--- src/rtl/i2c_scl_gen.sv ---
// i2c_scl_gen: four-phase I2C SCL / data-clock generator with slave clock-stretch
// detection (bounded by TIMEOUT), period/phase status and an idle mode.
// Latency: outputs decode registered state only; a phase lasts q_lat cycles plus held cycles.
// Backpressure: a slave holding SCL low in phase 2 freezes the quarter counter until
//   release or timeout; ena=0 returns to idle on the next edge.
// Ports:
//   clk, rst         clock, synchronous active-high reset
//   ena              run enable (0 = idle)
//   div_q            quarter length in clk cycles, latched on activation and on period wrap
//   scl_not_ena      master not driving SCL; disables stretch detection
//   scl_in           synchronised sensed SCL level
//   scl_clk          SCL drive level
//   data_clk         high in phases 1 and 2
//   switch_range     high in phase 2
//   phase            current quarter 0..3
//   stretch          high the cycle after each held cycle
//   period_done      one-cycle pulse on the 3 -> 0 wrap
//   timeout_err      sticky stretch-timeout flag, cleared by rst or ena=0
module i2c_scl_gen #(
  parameter int DIV_W       = 16,
  parameter int DIV_DEFAULT = 3500,
  parameter int TIMEOUT     = 65535,
  parameter int TO_W        = 16
) (
  input  logic             clk,
  input  logic             rst,
  input  logic             ena,
  input  logic [DIV_W-1:0] div_q,
  input  logic             scl_not_ena,
  input  logic             scl_in,
  output logic             scl_clk,
  output logic             data_clk,
  output logic             switch_range,
  output logic [1:0]       phase,
  output logic             stretch,
  output logic             period_done,
  output logic             timeout_err
);

  logic             active_q, active_d;
  logic [1:0]       phase_q, phase_d;
  logic [DIV_W-1:0] qcnt_q, qcnt_d;
  logic [DIV_W-1:0] q_lat_q, q_lat_d;
  logic [TO_W-1:0]  scnt_q, scnt_d;
  logic             abandon_q, abandon_d;
  logic             stretch_q, stretch_d;
  logic             pdone_q, pdone_d;
  logic             terr_q, terr_d;
  logic             hold;
  logic [DIV_W-1:0] div_clamped;

  // Quarter lengths below 2 are forced to 2.
  assign div_clamped = (div_q < DIV_W'(2)) ? DIV_W'(2) : div_q;

  // Slave holds SCL low while we release it in phase 2; ignored once abandoned.
  assign hold = active_q && (phase_q == 2'd2) && !scl_not_ena && !scl_in && !abandon_q;

  always_comb begin
    active_d  = active_q;
    phase_d   = phase_q;
    qcnt_d    = qcnt_q;
    q_lat_d   = q_lat_q;
    scnt_d    = scnt_q;
    abandon_d = abandon_q;
    stretch_d = hold;
    pdone_d   = 1'b0;
    terr_d    = terr_q;

    if (!ena) begin
      active_d  = 1'b0;
      phase_d   = 2'd0;
      qcnt_d    = '0;
      scnt_d    = '0;
      abandon_d = 1'b0;
      stretch_d = 1'b0;
      terr_d    = 1'b0;
    end else if (!active_q) begin
      active_d = 1'b1;
      q_lat_d  = div_clamped;
    end else if (hold) begin
      scnt_d = scnt_q + TO_W'(1);
      if (scnt_q == TO_W'(TIMEOUT - 1)) begin
        terr_d    = 1'b1;
        abandon_d = 1'b1;
      end
    end else if (qcnt_q == q_lat_q - DIV_W'(1)) begin
      qcnt_d    = '0;
      phase_d   = phase_q + 2'd1;
      scnt_d    = '0;
      abandon_d = 1'b0;
      if (phase_q == 2'd3) begin
        pdone_d = 1'b1;
        q_lat_d = div_clamped;
      end
    end else begin
      qcnt_d = qcnt_q + DIV_W'(1);
    end
  end

  always_ff @(posedge clk) begin
    if (rst) begin
      active_q  <= 1'b0;
      phase_q   <= 2'd0;
      qcnt_q    <= '0;
      q_lat_q   <= DIV_W'(DIV_DEFAULT);
      scnt_q    <= '0;
      abandon_q <= 1'b0;
      stretch_q <= 1'b0;
      pdone_q   <= 1'b0;
      terr_q    <= 1'b0;
    end else begin
      active_q  <= active_d;
      phase_q   <= phase_d;
      qcnt_q    <= qcnt_d;
      q_lat_q   <= q_lat_d;
      scnt_q    <= scnt_d;
      abandon_q <= abandon_d;
      stretch_q <= stretch_d;
      pdone_q   <= pdone_d;
      terr_q    <= terr_d;
    end
  end

  // Idle drives SCL released (high) and data_clk low.
  assign scl_clk      = !active_q || phase_q[1];
  assign data_clk     = active_q && (phase_q[0] ^ phase_q[1]);
  assign switch_range = active_q && (phase_q == 2'd2);
  assign phase        = phase_q;
  assign stretch      = stretch_q;
  assign period_done  = pdone_q;
  assign timeout_err  = terr_q;

endmodule

--- config.mk ---
export PLATFORM = sky130hd
export DESIGN_NAME = i2c_scl_gen
export DESIGN_NICKNAME = d
export VERILOG_FILES = /design/src/rtl/i2c_scl_gen.sv
export SDC_FILE = /design/constraint.sdc
export NUM_CORES = 1
export LEC_CHECK = 0
export CELL_PAD_IN_SITES_DETAIL_PLACEMENT = 0
export CELL_PAD_IN_SITES_GLOBAL_PLACEMENT = 1
export CORE_UTILIZATION = 43
export DETAILED_ROUTE_END_ITERATION = 8
export MAX_ROUTING_LAYER = met4
export PLACE_DENSITY_LB_ADDON = 0.1
export SYNTH_ARGS = -nofsm -noshare
export SYNTH_HDL_FRONTEND = slang
export SYNTH_SLANG_ARGS = --single-unit
--- constraint.sdc ---
create_clock -name clk -period 3.8 [get_ports clk]
set_clock_uncertainty 0.2 [all_clocks]
set_input_delay 0.57 -clock clk [delete_from_list [all_inputs] [get_ports clk]]
set_output_delay 0.57 -clock clk [all_outputs]
set_load 0.005 [all_outputs]
==> metrics.log <==
INFO  metric syn_area = just over 3000 sq um
INFO  metric finalNetCount = about 420
INFO  metric antenna-diode-count = 0
INFO  metric synth_seq_cells = 55
INFO  metric placementRows = 30
INFO  metric cts.sinks = between 50 and 60
INFO  metric crit_path_end_kind = flip-flop
INFO  metric totalWireLength = between 6000 and 7000 um
INFO  metric post_cts_buffers = 0
INFO  metric post_synth_edffs = 0
INFO  metric power.switching_fraction = between 20% and 30%
INFO  metric cts_root_buffer = sky130_fd_sc_hd__clkbuf_8
INFO  metric pwr_density_cell = ~300 nW/um^2
INFO  metric hold_class = reg2reg
INFO  metric chipWidth = 86.31 um
INFO  metric worst_ep_required_time = between 3 and 4 ns
INFO  metric numPortBuffers = 28
INFO  metric critical_path.max_stage_delay = 0.51 ns
INFO  metric max_slew.worst_pin.slew = 0.8282 ns
INFO  metric first_global_vias = around 2300
INFO  metric globalplace.congestion = just over 0.8
INFO  metric vias = 2545
INFO  metric timing.final.crit_share = a little under nine tenths
INFO  metric initial_core_util = approximately 45%
INFO  metric number_of_top_level_pins = 29
INFO  metric remaining_number_of_nets_flagged_by_the_antenna_check_after_routing = 0
INFO  metric fin_crit = approximately 3.3 ns
INFO  metric synth_async_sr_flop_share = 0%
INFO  metric clkLatencyLatePin = around 0.30 ns
INFO  metric total_clock_buffers_created_by_cts = 5
INFO  metric synth.distinct_cells = 54
INFO  metric cp_slowest_cell = sky130_fd_sc_hd__or3b_2
INFO  metric gr-usage-all-layers = 19.54%
INFO  metric synth_top_cell_area_share = roughly 36%
INFO  metric wl_per_cell = about 14 um
INFO  metric final_core_utilization = about half
INFO  metric max-clock-path-buffers = 2
INFO  metric maxClockFrequency = just over 0.3 GHz
INFO  metric synth_common_cells = sky130_fd_sc_hd__dfxtp_1 (55), sky130_fd_sc_hd__nor2_1 (48), sky130_fd_sc_hd__xor2_1 (25)
INFO  metric grt_antenna_before_repair = 0
INFO  metric final.setup.tns = 0 ns
INFO  metric post-synth-top-count-cell = sky130_fd_sc_hd__dfxtp_1
INFO  metric fraction_of_final_layout_cells_sized_beyond_drive_strength_1 = under 10%
INFO  metric crit_path_max_fanout = 20
INFO  metric final_number_of_hold_violating_endpoints = 0
INFO  metric netlist.top_cell.by_area = sky130_fd_sc_hd__dfxtp_1
INFO  metric timing.rr.start = q_lat_q[0]
INFO  metric arrival = about 3.3 ns
INFO  metric detailedPlace.worstSlack = 0.5341 ns
INFO  metric globalRouteOverflowTotal = 0
INFO  metric syn-instance-count = around 360
INFO  metric leakagePower = ~1.3 nW
INFO  metric setup.worst_path.start_class = flip-flop
INFO  metric cp-startpoint = q_lat_q[0]
INFO  metric route.detailed.vias_per_inst = between 5 and 6
INFO  metric final_report_setup_violation_count = 0
INFO  metric core_region_area = 6832 sq um
INFO  metric postCtsHoldBufs = 0
INFO  metric power = 0.001056 W
INFO  metric status = finished clean
INFO  metric ys.warnings.count = 0
INFO  metric die_area = 7449 sq um
INFO  metric finalWorstSetupSlack = 0.5457 ns
INFO  metric seq_area_frac_synth = a little over a third
INFO  metric rsz0062_at_grt = no
INFO  metric chipHeight = about 86 um
INFO  metric cts_resized = 0
INFO  metric drt-pass1-iter-count = 4
INFO  metric p_seq_share = between 50% and 60%
INFO  metric grt_first_pass_wirelength = 11190 um
INFO  metric power_frac_comb = about a tenth
INFO  metric cts.reportedPaths.clkPinSlew = 0.10 ns
INFO  metric drv.max_cap_violation_count = 0
INFO  metric detailed_place_hpwl = around 5100 um
INFO  metric max-slew-margin-rel = around 44%
INFO  metric power_switching = approximately 0.00026 W
INFO  metric initialDrtViolationCount = around 110
INFO  metric hold_start = timeout_err
INFO  metric timing_worst_setup_path_type = reg2reg
INFO  metric vdd_ir_drop_max = between 0.00015 and 0.0002 V
INFO  metric net_count_after_synthesis = 389
INFO  metric slew_viol_final = 0
INFO  metric clock_network_power_share = between 30% and 40%
INFO  metric deepest_level_of_the_cts_h_tree = 2
INFO  metric grt_start_max_net_pins = 29
INFO  metric cts_tree = built
INFO  metric synthFlopType = sky130_fd_sc_hd__dfxtp_1
INFO  metric yosys-top-cells-area = sky130_fd_sc_hd__dfxtp_1 (36%), sky130_fd_sc_hd__xor2_1 (7.2%), sky130_fd_sc_hd__nor2_1 (5.9%)
INFO  metric syn_area_per_cell = roughly 8.4 sq um
INFO  metric layout-area-overhead-vs-synth = 15.06%
INFO  metric p_int = roughly 0.00079 W
INFO  metric route.detailed.drc = 0
INFO  metric timing.critical_path.cells = inv_1 > ha_1 > or3b_2 > nor4_1 > nand3_1 > a211oi_1 > nand4_2 > o21ai_1 > buf_4 > nor2_1
cells in the final DEF (no fill, tap or decap), types with 2 or more instances in the layout:
master / netlist / layout
sky130_fd_sc_hd__or2_2: 3 / 3
sky130_fd_sc_hd__o211ai_1: 4 / 4
sky130_fd_sc_hd__or4_4: 2 / 2
sky130_fd_sc_hd__nor3_1: 10 / 10
sky130_fd_sc_hd__a211oi_1: 6 / 6
sky130_fd_sc_hd__xor2_1: 25 / 25
sky130_fd_sc_hd__inv_1: 15 / 15
sky130_fd_sc_hd__nor4_1: 9 / 9
sky130_fd_sc_hd__nor2b_1: 3 / 3
sky130_fd_sc_hd__nor3b_1: 3 / 3
sky130_fd_sc_hd__a21oi_1: 14 / 14
sky130_fd_sc_hd__and3_1: 10 / 10
sky130_fd_sc_hd__nor2_1: 48 / 48
sky130_fd_sc_hd__nand2_1: 20 / 20
sky130_fd_sc_hd__buf_4: 0 / 6
sky130_fd_sc_hd__nand4_1: 11 / 11
sky130_fd_sc_hd__dfxtp_1: 55 / 55
sky130_fd_sc_hd__mux2i_1: 16 / 16
sky130_fd_sc_hd__xnor2_1: 15 / 15
sky130_fd_sc_hd__nand3b_1: 2 / 2
sky130_fd_sc_hd__or4_1: 2 / 2
sky130_fd_sc_hd__clkbuf_8: 0 / 6
sky130_fd_sc_hd__clkdlybuf4s50_1: 0 / 28
sky130_fd_sc_hd__nand3_1: 14 / 14
sky130_fd_sc_hd__and2_1: 2 / 2
sky130_fd_sc_hd__o21ai_0: 9 / 9
sky130_fd_sc_hd__a41oi_1: 3 / 3
sky130_fd_sc_hd__a31oi_1: 2 / 2
sky130_fd_sc_hd__nand2b_1: 17 / 17
sky130_fd_sc_hd__or3_1: 3 / 3
sky130_fd_sc_hd__ha_1: 6 / 6
per-layer routing:
layer | track usage [%] | wire length, um | vias to the layer above
met2 | 27.85 | 2840 | 24
met4 | 4.697 | 61 | 0
li1 | - | - | 1327
met5 | - | 0 | -
met1 | 28.71 | 3609 | 1189
met3 | 3.143 | 141 | 5
kinds of logic (layout without fill, tap and decap cells):
group	Yosys count	after routing	share of synthesized area [%]
adders and majority gates	6	6	2.456
buffers and inverters	27	57	4.461
AOI/OAI and AO/OA	48	48	10.23
muxes	16	16	5.239
xor gates and xnor gates	40	40	11.46
and+or+nand+nor	170	170	30.13
DFF	55	55	36.02
worst max-delay path: cells and delay by family, from the launching register on:
kind,cells,cell delay (ns)
AND/OR/NAND/NOR,5,1.38
AO/OA/AOI/OAI,2,0.67
flip-flops,1,0.37
adder cells (fa/ha/maj),1,0.19
buffers and inverters,2,0.33
sequential cells by signal, indices dropped and copies added (netlist names):
register and count:
phase 2, timeout_err 1, scnt_q 16, q_lat_q 16
abandon_q 1, stretch 1, period_done 1, active_q 1
qcnt_q 16
stage by stage:
step	hold slack (ns)	std cells	instance area (sq um)
after floorplan	0.2421	362	3057
after global placement	0.2396	480	3422
after detailed placement	0.2451	480	3422
after CTS	0.2606	488	3517
after global routing	0.2734	488	3517
final	0.2520	488	3517
power by group through the flow:
stage | logic [W] | clock network [W] | registers [W]
floorplan | 0.0000765 | 0 | 0.000613
global placement | 0.000112 | 0 | 0.000620
detailed placement | 0.000111 | 0 | 0.000621
CTS | 0.000111 | 0.000356 | 0.000607
global route | 0.000123 | 0.000375 | 0.000610
finish | 0.000110 | 0.000339 | 0.000607
worst paths after layout:
| check | end | slack, ns | cells past startpoint |
|---|---|---|---|
| worst min register to register | timeout_err | 0.25 | 2 |
| worst min-delay path | timeout_err | 0.25 | 2 |
| worst max register to register | scnt_q[2] | 0.55 | 10 |
| worst max-delay path | scnt_q[2] | 0.55 | 10 |
layout make-up:
type | instances | area, sq um
clock buffer | 7 | 86.33
clock inverter | 1 | 8.758
fill | 697 | 3314
inverter | 15 | 56.30
multi-input combinational | 280 | 1819
sequential | 55 | 1101
tap | 96 | 120.1
timing repair buffer | 34 | 325.3
(Power assumes the default switching activity.)
==> variant, RTL diff (same settings) <==
Put one more register stage on the output `timeout_err`. The value now appears one clock later. The other outputs are not delayed to match.
--- a/src/rtl/i2c_scl_gen.sv
+++ b/src/rtl/i2c_scl_gen.sv
@@ -130,3 +130,5 @@
   assign period_done  = pdone_q;
-  assign timeout_err  = terr_q;
+  always_ff @(posedge clk) begin
+    timeout_err <= terr_q;
+  end
 
Function: same outputs for any inputs over 10 cycles, from zero or initial values and one cycle with rst high; that may be too few to reach the edited logic, so the function may still have changed.
==> variant against the original RTL <==
- wire length rose by 1.2%
- first-iteration DRC count down 3.7%
- synthesized area increased by 0.65%
- total power grew 6.9%
- hold slack got worse by 0.090 ns
- via count up 0.24%
- cell area is 0.82% higher
- setup slack lost 0.0096 ns
- sequential cell count grew 1
- count of clock-buffer cells in the layout decreased by 1
- sequential share of layout area is 0.31 points higher
- critical path type unchanged
- highest routed layer unchanged
==> variant: results (changes against the original RTL) <==
Outcome
  • Outcome: completed

CTS
  • Clk_lat worst skew: 0.31 ns
  • Root Buffer: clkbuf_8
  • Clock Path Buffers: 2 (unchanged)
  • CTS buffer count: 5 (unchanged)
  • Post-CTS Repair Setup Buffers: 0 (unchanged)
  • CTS resizes: 0 (unchanged)
  • Htree depth: 2 (unchanged)
  • Register clock-pin slew on the reported worst setup and hold paths: 0.10 ns (about the same)

Power
  • LEAKAGE: 1.27 nW (+0.87%)
  • Switch Pwr: 0.275 mW (+5.2%)
  • Worst vdd rail ir drop: 0.154 mV (-16%)

Place
  • Port buffer count: 28 (unchanged)
  • DP HPWL: 5120 um (-0.57%)
  • Placer Congestion: 0.803 (-2.9%)

Logic synthesis
  • Register bit total from synthesis: 56 (+1.8%)
  • Netlist cell types: 54 (unchanged)
  • Synth top area cells: dfxtp_1, xor2_1, nor2_1
  • Ys async rst share: 0 (unchanged)
  • Syn Nets: 390 (+0.26%)
  • Synth warn: 0 (unchanged)
  • Register area share after synthesis: 0.364 (+0.00416)
  • Synth cell count leaders: dfxtp_1, nor2_1, xor2_1

Global route
  • GR Util All Layers: 0.199 (+0.00397)
  • Initial antenna violation count: 0 (unchanged)
  • First-pass GRT wire length: 11500 um (+2.5%)
  • Number of global-route vias before repair: 2403 (+3.7%)
  • Largest net degree at the start of global routing: 32 (+10%)

Timing
  • Setup TNS: 0 ns (unchanged)
  • Worst-margin pin slew: 0.801 ns (-0.0269 ns)

Setup path
  • Crit-path slowest cell: or3b_2
  • CP max stage delay: 0.51 ns (about the same)
  • Critical Path Fanout Max: 20 (unchanged)
  • Setup slack, reg-to-reg: about 0.54 ns
  • Crit start category: register
  • R2R depth: 10 (unchanged)
  • Worst r2r dst: qcnt_q[13]
  • Critical path data arrival time: 3.27 ns (+0.02 ns)
  • Critical R2R Launch: q_lat_q[0]
  • Worst path top cell family by delay: simple AND/OR/NAND/NOR gates

Finish
  • Share of layout cells above drive strength 1: 0.0638 (-0.00255)
  • NonClk Buf Share: 0.0896 (-0.00287)
  • # clk buffers: 6 (-1)
  • Top Registers: q_lat_q x16, qcnt_q x16, scnt_q x16
  • Buffers excl. clock: 33 (-2.9%)
  • # fillers: 658 (-5.6%)
  • Register area: 0.00112 mm2 (+1.8%)
  • Clk tree area frac: 0.0314 (+0.00437)
  • Final-stage net count: 418 (unchanged)
  • N_diodes: 0 (unchanged)
  • Multi-input combinational area share: 0.513 (-0.00420)

Routing
  • Post-Route WL: 6740 um (+1.2%)
  • Routed Antenna Nets: 0 (unchanged)
  • Vias per cell: 5.23 (+0.24%)
  • Initial drt markers: 105 (-3.7%)

Hold path
  • Hold Path Stages: 0 (-2)
  • Min-delay src: terr_q
  • Worst-case hold path end point: timeout_err
-- variant: cell count changes after synthesis, sizes merged --
cell / change
dfxtp: +1
-- variant: per-layer routing --
| layer | GRT usage | part of all wire | up-vias |
|---|---|---|---|
| li1 | - | - | 1332 |
| met1 | 0.297 | 0.55 | 1181 |
| met2 | 0.281 | 0.42 | 36 |
| met3 | 0.0314 | 0.027 | 2 |
| met4 | 0.0439 | 0.0046 | 0 |
| met5 | - | 0 | - |
-- variant: logic make-up (layout without fill, tap and decap cells) --
group	Yosys count	count (layout)	synth area share
DFF	56	56	0.364
AOI/OAI and AO/OA	48	48	0.102
and+or+nand+nor	170	170	0.299
xor gates and xnor gates	40	40	0.114
buffers and inverters	27	56	0.0443
muxes	16	16	0.0521
adders and majority gates	6	6	0.0244
-- variant: power groups by stage --
| stage | clock, mW | sequential [mW] | combinational, mW |
|---|---|---|---|
| 6_report | 0.402 | 0.617 | 0.111 |
| 5_1_grt | 0.436 | 0.620 | 0.122 |
| 4_1_cts | 0.413 | 0.617 | 0.111 |
| 3_5_place_dp | 0 | 0.631 | 0.110 |
| 3_3_place_gp | 0 | 0.631 | 0.110 |
| 2_1_floorplan | 0 | 0.624 | 0.0765 |
-- variant: per-stage QoR --
step	cell area, um2	setup WS, ns	std cells	hold slack (ns)
6_report	3550	0.536	488	0.162
5_1_grt	3550	0.339	488	0.170
4_1_cts	3550	0.533	488	0.164
3_5_place_dp	3430	0.551	480	0.146
3_3_place_gp	3430	0.664	480	0.137
2_1_floorplan	3080	0.981	363	0.131
-- variant: how the worst max path moves through the flow --
stage / to / slack (ns)
finish: qcnt_q[13] / 0.54
CTS: qcnt_q[13] / 0.53
floorplan: qcnt_q[10] / 0.98
global route: qcnt_q[13] / 0.34
global placement: qcnt_q[15] / 0.66
detailed placement: qcnt_q[13] / 0.55
